[src/rtl/demux_1to2_stream.sv]
// demux_1to2_stream: steers an input stream into one of two independent FIFO-buffered output channels.
`timescale 1ns/1ps
module demux_1to2_stream_fifo #(
   parameter int WIDTH = 16,
   parameter int DEPTH = 2
) (
   input  logic             clk,
   input  logic             rst_n,
   input  logic             push,
   input  logic [WIDTH-1:0] wdata,
   input  logic             pop_ready,
   output logic [WIDTH-1:0] data,
   output logic             valid,
   output logic             full,
   output logic [7:0]       count
);
   localparam int AW = $clog2(DEPTH);
   logic [WIDTH-1:0] mem [DEPTH];
   logic [AW:0]      wp, rp;
   logic             pop;
   // pointers carry one extra wrap bit to tell full from empty
   assign valid = wp != rp;
   assign full  = (wp[AW] != rp[AW]) && (wp[AW-1:0] == rp[AW-1:0]);
   assign pop   = valid && pop_ready;
   assign data  = mem[rp[AW-1:0]];
   always_ff @(posedge clk or negedge rst_n)
      if (!rst_n) begin
         wp    <= '0;
         rp    <= '0;
         count <= '0;
         for (int i = 0; i < DEPTH; i++) mem[i] <= '0;
      end else begin
         if (push) begin
            mem[wp[AW-1:0]] <= wdata;
            wp <= wp + 1'b1;
         end
         if (pop) begin
            rp    <= rp + 1'b1;
            count <= count + 8'd1;
         end
      end
endmodule

module demux_1to2_stream #(
   parameter int WIDTH = 16,
   parameter int DEPTH = 2
) (
   input  logic             clk,
   input  logic             rst_n,
   input  logic [WIDTH-1:0] in_data,
   input  logic             in_sel,
   input  logic             in_valid,
   output logic             in_ready,
   output logic [WIDTH-1:0] a_data,
   output logic             a_valid,
   input  logic             a_ready,
   output logic [7:0]       a_count,
   output logic [WIDTH-1:0] b_data,
   output logic             b_valid,
   input  logic             b_ready,
   output logic [7:0]       b_count
);
   logic a_full, b_full, a_push, b_push;
   // readiness follows only the selected FIFO's registered fullness, so a full target blocks the stream
   assign in_ready = in_sel ? !b_full : !a_full;
   assign a_push   = in_valid && in_ready && !in_sel;
   assign b_push   = in_valid && in_ready && in_sel;
   demux_1to2_stream_fifo #(.WIDTH(WIDTH), .DEPTH(DEPTH)) u_a (
      .clk(clk), .rst_n(rst_n), .push(a_push), .wdata(in_data), .pop_ready(a_ready),
      .data(a_data), .valid(a_valid), .full(a_full), .count(a_count)
   );
   demux_1to2_stream_fifo #(.WIDTH(WIDTH), .DEPTH(DEPTH)) u_b (
      .clk(clk), .rst_n(rst_n), .push(b_push), .wdata(in_data), .pop_ready(b_ready),
      .data(b_data), .valid(b_valid), .full(b_full), .count(b_count)
   );
endmodule
[config.mk]
export PLATFORM = sky130hd
export DESIGN_NAME = demux_1to2_stream
export DESIGN_NICKNAME = d
export VERILOG_FILES = /design/src/rtl/demux_1to2_stream.sv
export SDC_FILE = /design/constraint.sdc
export NUM_CORES = 1
export LEC_CHECK = 0
export ABC_AREA = 1
export BUFFER_PORTS_ARGS = -buffer_cell sky130_fd_sc_hd__buf_2
export CORE_MARGIN = 2
export CORE_UTILIZATION = 50
export DETAILED_ROUTE_END_ITERATION = 8
export GPL_TIMING_DRIVEN = 0
export HOLD_SLACK_MARGIN = 0.1
export PLACE_DENSITY_LB_ADDON = 0.3
export SETUP_SLACK_MARGIN = 0.4
export SYNTH_ARGS = -nofsm -noshare
export SYNTH_HDL_FRONTEND = slang
export SYNTH_SLANG_ARGS = --single-unit
export TNS_END_PERCENT = 20
[constraint.sdc]
create_clock -name clk -period 1.6 [get_ports clk]
set_clock_uncertainty 0.2 [all_clocks]
set_input_delay 0.32 -clock clk [delete_from_list [all_inputs] [get_ports clk]]
set_output_delay 0.32 -clock clk [all_outputs]
set_load 0.05 [all_outputs]
==> results.toml, run 1 <==
[setup_path]
cell_count_of_the_worst_reg_to_reg_path = 12
worst_setup_sp = "u_a.rp[0]$_DFFE_PN0P_"
crit_required_ps = 1080
setup.worst_path.class = "flop to output port"
r2r-start = "u_a.rp[0]$_DFFE_PN0P_"
ff2ff_setup_slack_ps = -260
critPathSlowestCell = "dfrtp_1"
cp_max_fo = 10
startpoint_type = "flop"
cp_slowest_stage_delay_ps = 350
crit-reg2reg-capture = "u_a.mem[5]$_DFFE_PN0P_"
critical_path_arrival_ps = 1460
crit_family = "buffers and inverters"
crit_buf_inv = 4
end_kind = "output port"
path_cells = "buf_6 -> clkinv_8 -> clkbuf_16 -> nand2_1 -> nand2_2 -> buf_8"
crit_cells = 6

[final_layout]
layout-area-overhead-vs-synth_pct = 50.45
nNetsFinal = 647
post_route_insts_no_fill = 730
diodes = 0
fillerInstances = 511
post_route_cells_drive_above_1_share = 0.3360

[route]
routed_wl_um = 11150
route.detailed.drc = 0
route.detailed.vias_per_inst = 5.108
route.vias.total = 3729
antenna_left = 0
dr.pass1.iters = 4
route.detailed.wl_per_inst_um = 15.27
dr.first_iter.drc_count = 181

[floorplan]
floorplan.rows = 32
top_level_port_count = 73
die_h_um = 93.92
dieWidth_um = 93.92
area_of_the_die_um2 = 8821
fp.coreArea_um2 = 7767
start_util = 0.5205

[placement]
port-buffer-count = 72
gp_routability_congestion = 0.8288
dp_hpwl_um = 6824
number_of_cells_after_detailed_placement = 674

[sta]
f_max_mhz = 505.3
hold_viol = 57
fin_hold_ws_ps = -370.3
transition_at_the_pin_with_the_smallest_max_transition_slack_ps = 413.9
final.period_utilization = 1.237
setup_slack_ps = -379.1
slew_headroom = 0.7241
fin_crit_ps = 1979
setup_violations = 105
grt_setup_unrepaired = "true"
slew_limit_fails = 0

[synth]
synth_seq_area_share = 0.5447
yosys.area.top_type = "dfrtp_1"
cells_after_synthesis = 499
ys_warn_count = 0
number_of_unique_standard_cell_types_used_by_synthesis = 23
ys_ff_latch = 88
syn_area_per_cell_um2 = 8.101
synthesis.area_um2 = 4043
postSynthNetCount = 523
synth_top_cell_area_share = 0.5447
synth_area_leaders = "dfrtp_1 54%, nand2_1 24%, o21ai_0 6.2%, inv_1 3.2%, xor2_1 2.8%"

[grt]
first_global_vias = 3771
grt_start_max_net_pins = 69
grt_util_met2 = 0.4554
met1_demand_to_capacity_share_in_global_routing = 0.3449
initial_antenna_violation_count = 0
grt-busiest-layer = "met2"
global_route_wire_length_before_repair_um = 18310
groute.usage.overall = 0.2719
grt_overflow_total = 0
grt_use_met3 = 0.04254

[status]
failing_checks = "negative hold slack, negative setup slack"
run_status = "finished with violations"

[clocking]
cts-buffers-inserted = 9
clock-sinks = 88
cts.htree.levels = 3
cts_root_buffer = "clkbuf_8"
cts_tree = "built"
worstSkewPairLatency_ps = 370
postCtsHoldBufs = 16
worst_setup_hold_path_clk_slew_ps = 90
cts-root-to-sink-buffers = 2

[hold_path]
worst_hold_path_type = "input pin to async pin"

[run]
max_cap_viol_count = 0
-- metal layers --
| metal | vias up | share of wire |
|---|---|---|
| met4 | 0 | 0.032 |
| met1 | 1803 | 0.41 |
| met2 | 116 | 0.51 |
| met3 | 27 | 0.049 |
| li1 | 1783 | - |
| met5 | - | 0 |
-- kinds of logic after synthesis --
kind of cell,share of synthesized area
simple gates,0.2959
flops,0.5447
fa+ha+maj,0.006189
xor+xnor,0.03250
buf+inv,0.05880
compound gates,0.06190
-- how the worst max path moves through the flow --
stage | end
final | a_data[2]
after CTS | b_data[5]
after floorplan | u_a.mem[10]$_DFFE_PN0P_
after global routing | in_ready
after global placement | u_a.count[1]$_DFFE_PN0P_
after detailed placement | a_data[10]
-- worst register-to-register path: stages (launching register included) --
cell,delay (ps)
dfrtp_1,350
buf_6,150
clkinv_8,80
nand2_4,70
nand2_4,60
nand2_4,70
nand2_4,60
nand2_8,80
buf_4,130
nand4_4,160
buf_8,200
nand2_1,70
nand2_1,60
-- area by class of cell --
class / count / area [um2] / area share
repair buffers: 113 / 1149 / 0.1888
plain buffers: 17 / 190.2 / 0.03127
clock buffers: 11 / 141.4 / 0.02325
flip-flops and latches: 88 / 2211 / 0.3635
multi-input cells: 357 / 1998 / 0.3285
clock inverters: 5 / 103.9 / 0.01707
well taps: 102 / 127.6 / 0.02098
inverters: 37 / 161.4 / 0.02654
-- metrics by stage --
step / utilization / hold WS [ps] / setup TNS, ps / cell area, um2 / setup slack (ps)
after detailed placement: 0.6302 / 34.94 / -15090 / 4895 / -286.4
after CTS: 0.7603 / -359.4 / -21130 / 5906 / -367.4
after global routing: 0.7830 / -351.8 / -31220 / 6082 / -438.3
after global placement: 0.6263 / 253.8 / -82330 / 4865 / -927.7
final: 0.7830 / -370.3 / -20560 / 6082 / -379.1
after floorplan: - / -175.6 / -910.2 / 4377 / -50.88
-- synthesized netlist by cell type --
cell type	n
nor2_1	13
nand3b_1	3
nand3_1	4
nand2_1	255
nand4_1	4
ha_1	2
nand3_4	1
o21ai_0	50
xor2_1	13
buf_2	7
clkbuf_1	5
buf_6	3
buf_1	1
inv_2	3
inv_1	34
buf_4	1
xnor2_1	2
nand4_2	2
dfrtp_1	88
nor2_2	1
nand2_2	3
nand4_4	1
nor2_4	3
-- layout by cell type (no fill, tap or decap), drive strengths merged --
cell type    synthesis  final
dlygate4sd3          0     16
buf                 12    111
bufinv               0      3
clkbuf               5     14
dfrtp               88     88
xnor2                2      2
nor2                17     17
nand2              258    258
inv                 37     36
nand3                5      5
ha                   2      2
clkinv               0      3
nand4                7      7
xor2                13     13
nand3b               3      3
o21ai               50     50
-- flip-flops by register name (all words and copies together) (netlist names) --
signal	cells
u_a.count	8
u_a.mem	32
u_a.rp	2
u_a.wp	2
u_b.count	8
u_b.mem	32
u_b.rp	2
u_b.wp	2
-- what timing repair did --
action                     in CTS  in global routing
hold endpoints to repair      156                 88
buffers inserted               14                  9
gates cloned                    0                  1
resized for setup             150                 35
pin swaps                      13                 13
setup endpoints to repair     139                139
Power of run 1 is left out: the tool's default activity adds up to more than one toggle a clock period on the data nets, which glitch-free logic cannot reach.
==> inputs of run 2 (changes only) <==
--- a/config.mk
+++ b/config.mk
@@ -13,7 +13,7 @@
 export GPL_TIMING_DRIVEN = 0
 export HOLD_SLACK_MARGIN = 0.1
 export PLACE_DENSITY_LB_ADDON = 0.3
-export SETUP_SLACK_MARGIN = 0.4
+export REMOVE_ABC_BUFFERS = 1
 export SYNTH_ARGS = -nofsm -noshare
 export SYNTH_HDL_FRONTEND = slang
 export SYNTH_SLANG_ARGS = --single-unit
==> results.toml, run 2 (synthesis results as in run 1) <==
[route]
dr.pass1.iters = 5
route.detailed.vias_per_inst = 5.113
routed_wl_um = 10980
dr.first_iter.drc_count = 220
antenna_left = 0
route.detailed.wl_per_inst_um = 15.19
route.vias.total = 3697
route.detailed.drc = 0

[final_layout]
post_route_cells_drive_above_1_share = 0.2705
mostFrequentLayoutCell = "nand2_1"
fillerInstances = 582
finish.utilization = 0.7171
largest_registers = "u_a.mem (32), u_b.mem (32)"
layout-area-overhead-vs-synth_pct = 37.79
post_route_insts_no_fill = 723
diodes = 0
finalInstanceArea_um2 = 5570
nNetsFinal = 640
mostFrequentLayoutCells = "242 x nand2_1, 84 x dfrtp_1, 37 x buf_6"

[sta]
slew_headroom = 0.7394
slew_limit_fails = 0
transition_at_the_pin_with_the_smallest_max_transition_slack_ps = 390.8
final.period_utilization = 1.245
setup_slack_ps = -392.6
hold_viol = 0
setup_violations = 121
fin_crit_ps = 1993
grt_setup_unrepaired = "true"
fin_setup_tns_ps = -28900
f_max_mhz = 501.8

[status]
run_status = "finished with violations"
failing_checks = "negative setup slack"

[setup_path]
cp_max_fo = 5
cp_slowest_stage_delay_ps = 540
setup.worst_path.class = "flop to output port"
critPathSlowestCell = "dfrtp_4"
critical_path_arrival_ps = 1470
crit_required_ps = 1080
path_cells = "inv_4 -> nand2_2 -> nand2_2 -> nand2_2 -> nand2_2 -> nand2_2 -> buf_8"
crit_path_frequent_cell = "nand2_2"
startpoint_type = "flop"
end_kind = "output port"

[clocking]
clock-sinks = 88
worstSkewPairLatency_ps = 360
cts.htree.levels = 3
cts-buffers-inserted = 9
worst_setup_hold_path_clk_slew_ps = 90
cts-root-to-sink-buffers = 2
cts_root_buffer = "clkbuf_8"
cts_tree = "built"

[placement]
dp_hpwl_um = 5767
placed_area_um2 = 4462
gp_routability_congestion = 0.7109
number_of_cells_after_detailed_placement = 657
port-buffer-count = 72

[floorplan]
die_h_um = 93.92
area_of_the_die_um2 = 8821
top_level_port_count = 73
start_util = 0.5205
fp.coreArea_um2 = 7767
floorplan.rows = 32
dieWidth_um = 93.92

[grt]
met1_demand_to_capacity_share_in_global_routing = 0.3321
grt-busiest-layer = "met2"
groute.usage.overall = 0.2555
grt_start_max_net_pins = 62
grt_use_met3 = 0.03933
grt_overflow_total = 0
first_global_vias = 3668
grt_util_met2 = 0.4363
global_route_wire_length_before_repair_um = 17350
initial_antenna_violation_count = 0

[hold_path]
worst_hold_path_type = "input pin to flop"

[run]
max_cap_viol_count = 0
-- run 2: timing repair --
| action | CTS | global route |
|---|---|---|
| endpoints found under the setup margin | 124 | 130 |
| setup buffers | 28 | 3 |
| resized for setup | 115 | 47 |
| hold buffers | 17 | 0 |
| hold endpoints to repair | 143 | 0 |
| pin swaps | 13 | 6 |
| gates cloned | 1 | 1 |
-- run 2: path summary, 6_finish.rpt --
check                                           end  slack [ps]                    start  depth (start not counted)
max                                        in_ready        -390    u_b.rp[0]$_DFFE_PN0P_                          7
min                        u_b.count[1]$_DFFE_PN0P_         190                  b_ready                          4
max reg2reg                 u_b.mem[22]$_DFFE_PN0P_        -280    u_b.rp[0]$_DFFE_PN0P_                          9
min reg2reg                 u_a.mem[26]$_DFFE_PN0P_         270  u_a.mem[26]$_DFFE_PN0P_                          2
max in group asynchronous   u_a.mem[21]$_DFFE_PN0P_         350                    rst_n                          3
min in group asynchronous  u_b.count[0]$_DFFE_PN0P_         220                    rst_n                          2
-- run 2: critical path, delay by kind of cell (launching register included) --
family / cells / cell delay (ps)
and+or+nand+nor: 5 / 340
DFF: 1 / 540
buffers and inverters: 2 / 230
-- run 2: cell type report --
cell class | count | area, um2 | area share
timing repair buffer | 121 | 1157 | 0.2078
clock buffer | 13 | 148.9 | 0.02673
tap | 102 | 127.6 | 0.02291
sequential | 88 | 2212 | 0.3971
inverter | 37 | 156.4 | 0.02808
multi-input combinational | 359 | 1750 | 0.3142
clock inverter | 3 | 17.52 | 0.003145
-- run 2: routing by layer --
layer / up-vias / wire length, um / share of wire
li1: 1773 / - / -
met1: 1779 / 4601 / 0.42
met2: 128 / 5542 / 0.50
met3: 17 / 675 / 0.061
met4: 0 / 164 / 0.015
met5: - / 0 / 0
-- run 2: per-stage QoR --
stage          hold slack [ps]  worst slack, ps
2_1_floorplan           -175.6           -768.7
3_3_place_gp             253.8            -1682
3_5_place_dp             72.91            -1763
4_1_cts                  176.8           -343.5
5_1_grt                  219.1           -440.6
6_report                 191.9           -392.6
Power of run 2 is left out for the same reason.
==> inputs of run 3 (changes only) <==
--- a/config.mk
+++ b/config.mk
@@ -8,12 +8,13 @@
 export ABC_AREA = 1
 export BUFFER_PORTS_ARGS = -buffer_cell sky130_fd_sc_hd__buf_2
 export CORE_MARGIN = 2
-export CORE_UTILIZATION = 50
+export CORE_UTILIZATION = 40
 export DETAILED_ROUTE_END_ITERATION = 8
 export GPL_TIMING_DRIVEN = 0
 export HOLD_SLACK_MARGIN = 0.1
 export PLACE_DENSITY_LB_ADDON = 0.3
 export REMOVE_ABC_BUFFERS = 1
+export SETUP_SLACK_MARGIN = 0.5
 export SYNTH_ARGS = -nofsm -noshare
 export SYNTH_HDL_FRONTEND = slang
 export SYNTH_SLANG_ARGS = --single-unit
==> results.toml, run 3 (synthesis results as in run 1) <==
[setup_path]
worst_setup_sp = "u_a.rp[0]$_DFFE_PN0P_"
setup.worst_path.class = "flop to output port"
cell_count_of_the_worst_reg_to_reg_path = 10
cp_max_fo = 4
startpoint_type = "flop"
end_kind = "output port"
critical_path_arrival_ps = 1500
crit_required_ps = 1080
r2r-start = "u_a.rp[0]$_DFFE_PN0P_"

[final_layout]
nNetsFinal = 629
diodes = 0
largest_registers = "u_a.mem (32), u_b.mem (32)"
layout-area-overhead-vs-synth_pct = 39.18
post_route_cells_drive_above_1_share = 0.2747
mostFrequentLayoutCell = "nand2_1"
fillerInstances = 899
mostFrequentLayoutCells = "233 x nand2_1, 84 x dfrtp_1, 44 x buf_6"

[grt]
initial_antenna_violation_count = 0
grt_start_max_net_pins = 46
groute.usage.overall = 0.2027
grt_overflow_total = 0
global_route_wire_length_before_repair_um = 17600
first_global_vias = 3534

[sta]
fin_crit_ps = 2020
setup_slack_ps = -419.7
slew_headroom = 0.6045
slew_limit_fails = 0
fin_hold_ws_ps = -244.8
f_max_mhz = 495.1
final.period_utilization = 1.262
hold_viol = 44
fin_setup_tns_ps = -29870
transition_at_the_pin_with_the_smallest_max_transition_slack_ps = 593.2
setup_violations = 121
grt_setup_unrepaired = "true"

[route]
dr.first_iter.drc_count = 156
route.detailed.vias_per_inst = 4.841
routed_wl_um = 10830
route.detailed.wl_per_inst_um = 14.62
route.vias.total = 3587
antenna_left = 0
route.detailed.drc = 0
dr.pass1.iters = 4

[clocking]
postCtsHoldBufs = 14
clock-sinks = 88
worst_setup_hold_path_clk_slew_ps = 90
cts.htree.levels = 3
cts-root-to-sink-buffers = 2
worstSkewPairLatency_ps = 360
cts_tree = "built"
cts-buffers-inserted = 9
cts_root_buffer = "clkbuf_8"

[floorplan]
area_of_the_die_um2 = 10930
die_h_um = 104.5
fp.coreArea_um2 = 9774
dieWidth_um = 104.5
floorplan.rows = 36
top_level_port_count = 73
start_util = 0.4136

[placement]
dp_hpwl_um = 5977
gp_routability_congestion = 0.7378
port-buffer-count = 72

[run]
max_cap_viol_count = 0

[hold_path]
worst_hold_path_type = "input pin to async pin"

[status]
run_status = "finished with violations"
failing_checks = "negative hold slack, negative setup slack"
[run 3: changes by cell type in the layout (fill, tap and decap cells not counted), sizes merged]
| cell | before | now |
|---|---|---|
| clkbuf | 20 | 15 |
| buf | 97 | 95 |
| nand3 | 6 | 5 |
| dlygate4sd3 | 17 | 14 |
| clkinv | 2 | 1 |
| clkinvlp | 1 | 0 |
[run 3: path summary, 6_finish.rpt]
kind	to	slack [ps]
max	a_valid	-420
min	u_b.count[7]$_DFFE_PN0P_	-240
max reg2reg	u_a.mem[19]$_DFFE_PN0P_	-280
min reg2reg	u_a.mem[22]$_DFFE_PN0P_	280
max in group asynchronous	u_a.rp[0]$_DFFE_PN0P_	800
min in group clk	u_a.mem[26]$_DFFE_PN0P_	30
[run 3: metal layers]
layer | GRT usage | vias up | share of wire
met4 | 0.04344 | 0 | 0.017
li1 | - | 1745 | -
met3 | 0.04928 | 13 | 0.040
met5 | 0 | - | 0
met1 | 0.2712 | 1739 | 0.45
met2 | 0.3352 | 90 | 0.49
[run 3: per-stage QoR]
step	utilization	cell area [um2]	std cells	worst slack, ps
4_1_cts	0.5401	5279	733	-388.8
2_1_floorplan	-	3944	482	-768.7
3_5_place_dp	0.4604	4501	688	-1733
5_1_grt	0.5757	5627	741	-487.5
6_report	0.5757	5627	741	-419.7
3_3_place_gp	0.4574	4471	687	-1670
[run 3: final cells by class]
cell class / instances / area [um2] / area share
clock buffer: 13 / 148.9 / 0.02646
clock inverter: 1 / 5.005 / 0.0008895
inverter: 37 / 156.4 / 0.02780
multi-input combinational: 358 / 1784 / 0.3171
sequential: 88 / 2212 / 0.3932
tap: 133 / 166.4 / 0.02958
timing repair buffer: 111 / 1154 / 0.2050
[run 3: critical path: stages (launching register included)]
cell and delay, ps:
dfrtp_4 550, inv_8 100, nand2_4 50, nand2_4 70
nand3_1 120, clkbuf_4 240
[run 3: timing repair]
| action | 4_1_cts | 5_1_grt |
|---|---|---|
| endpoints found under the hold margin | 108 | 52 |
| pin swaps | 6 | 12 |
| cloned | 1 | 0 |
| endpoints found under the setup margin | 139 | 139 |
| buffers inserted | 16 | 8 |
| resized for setup | 125 | 74 |
Power of run 3 is left out for the same reason.
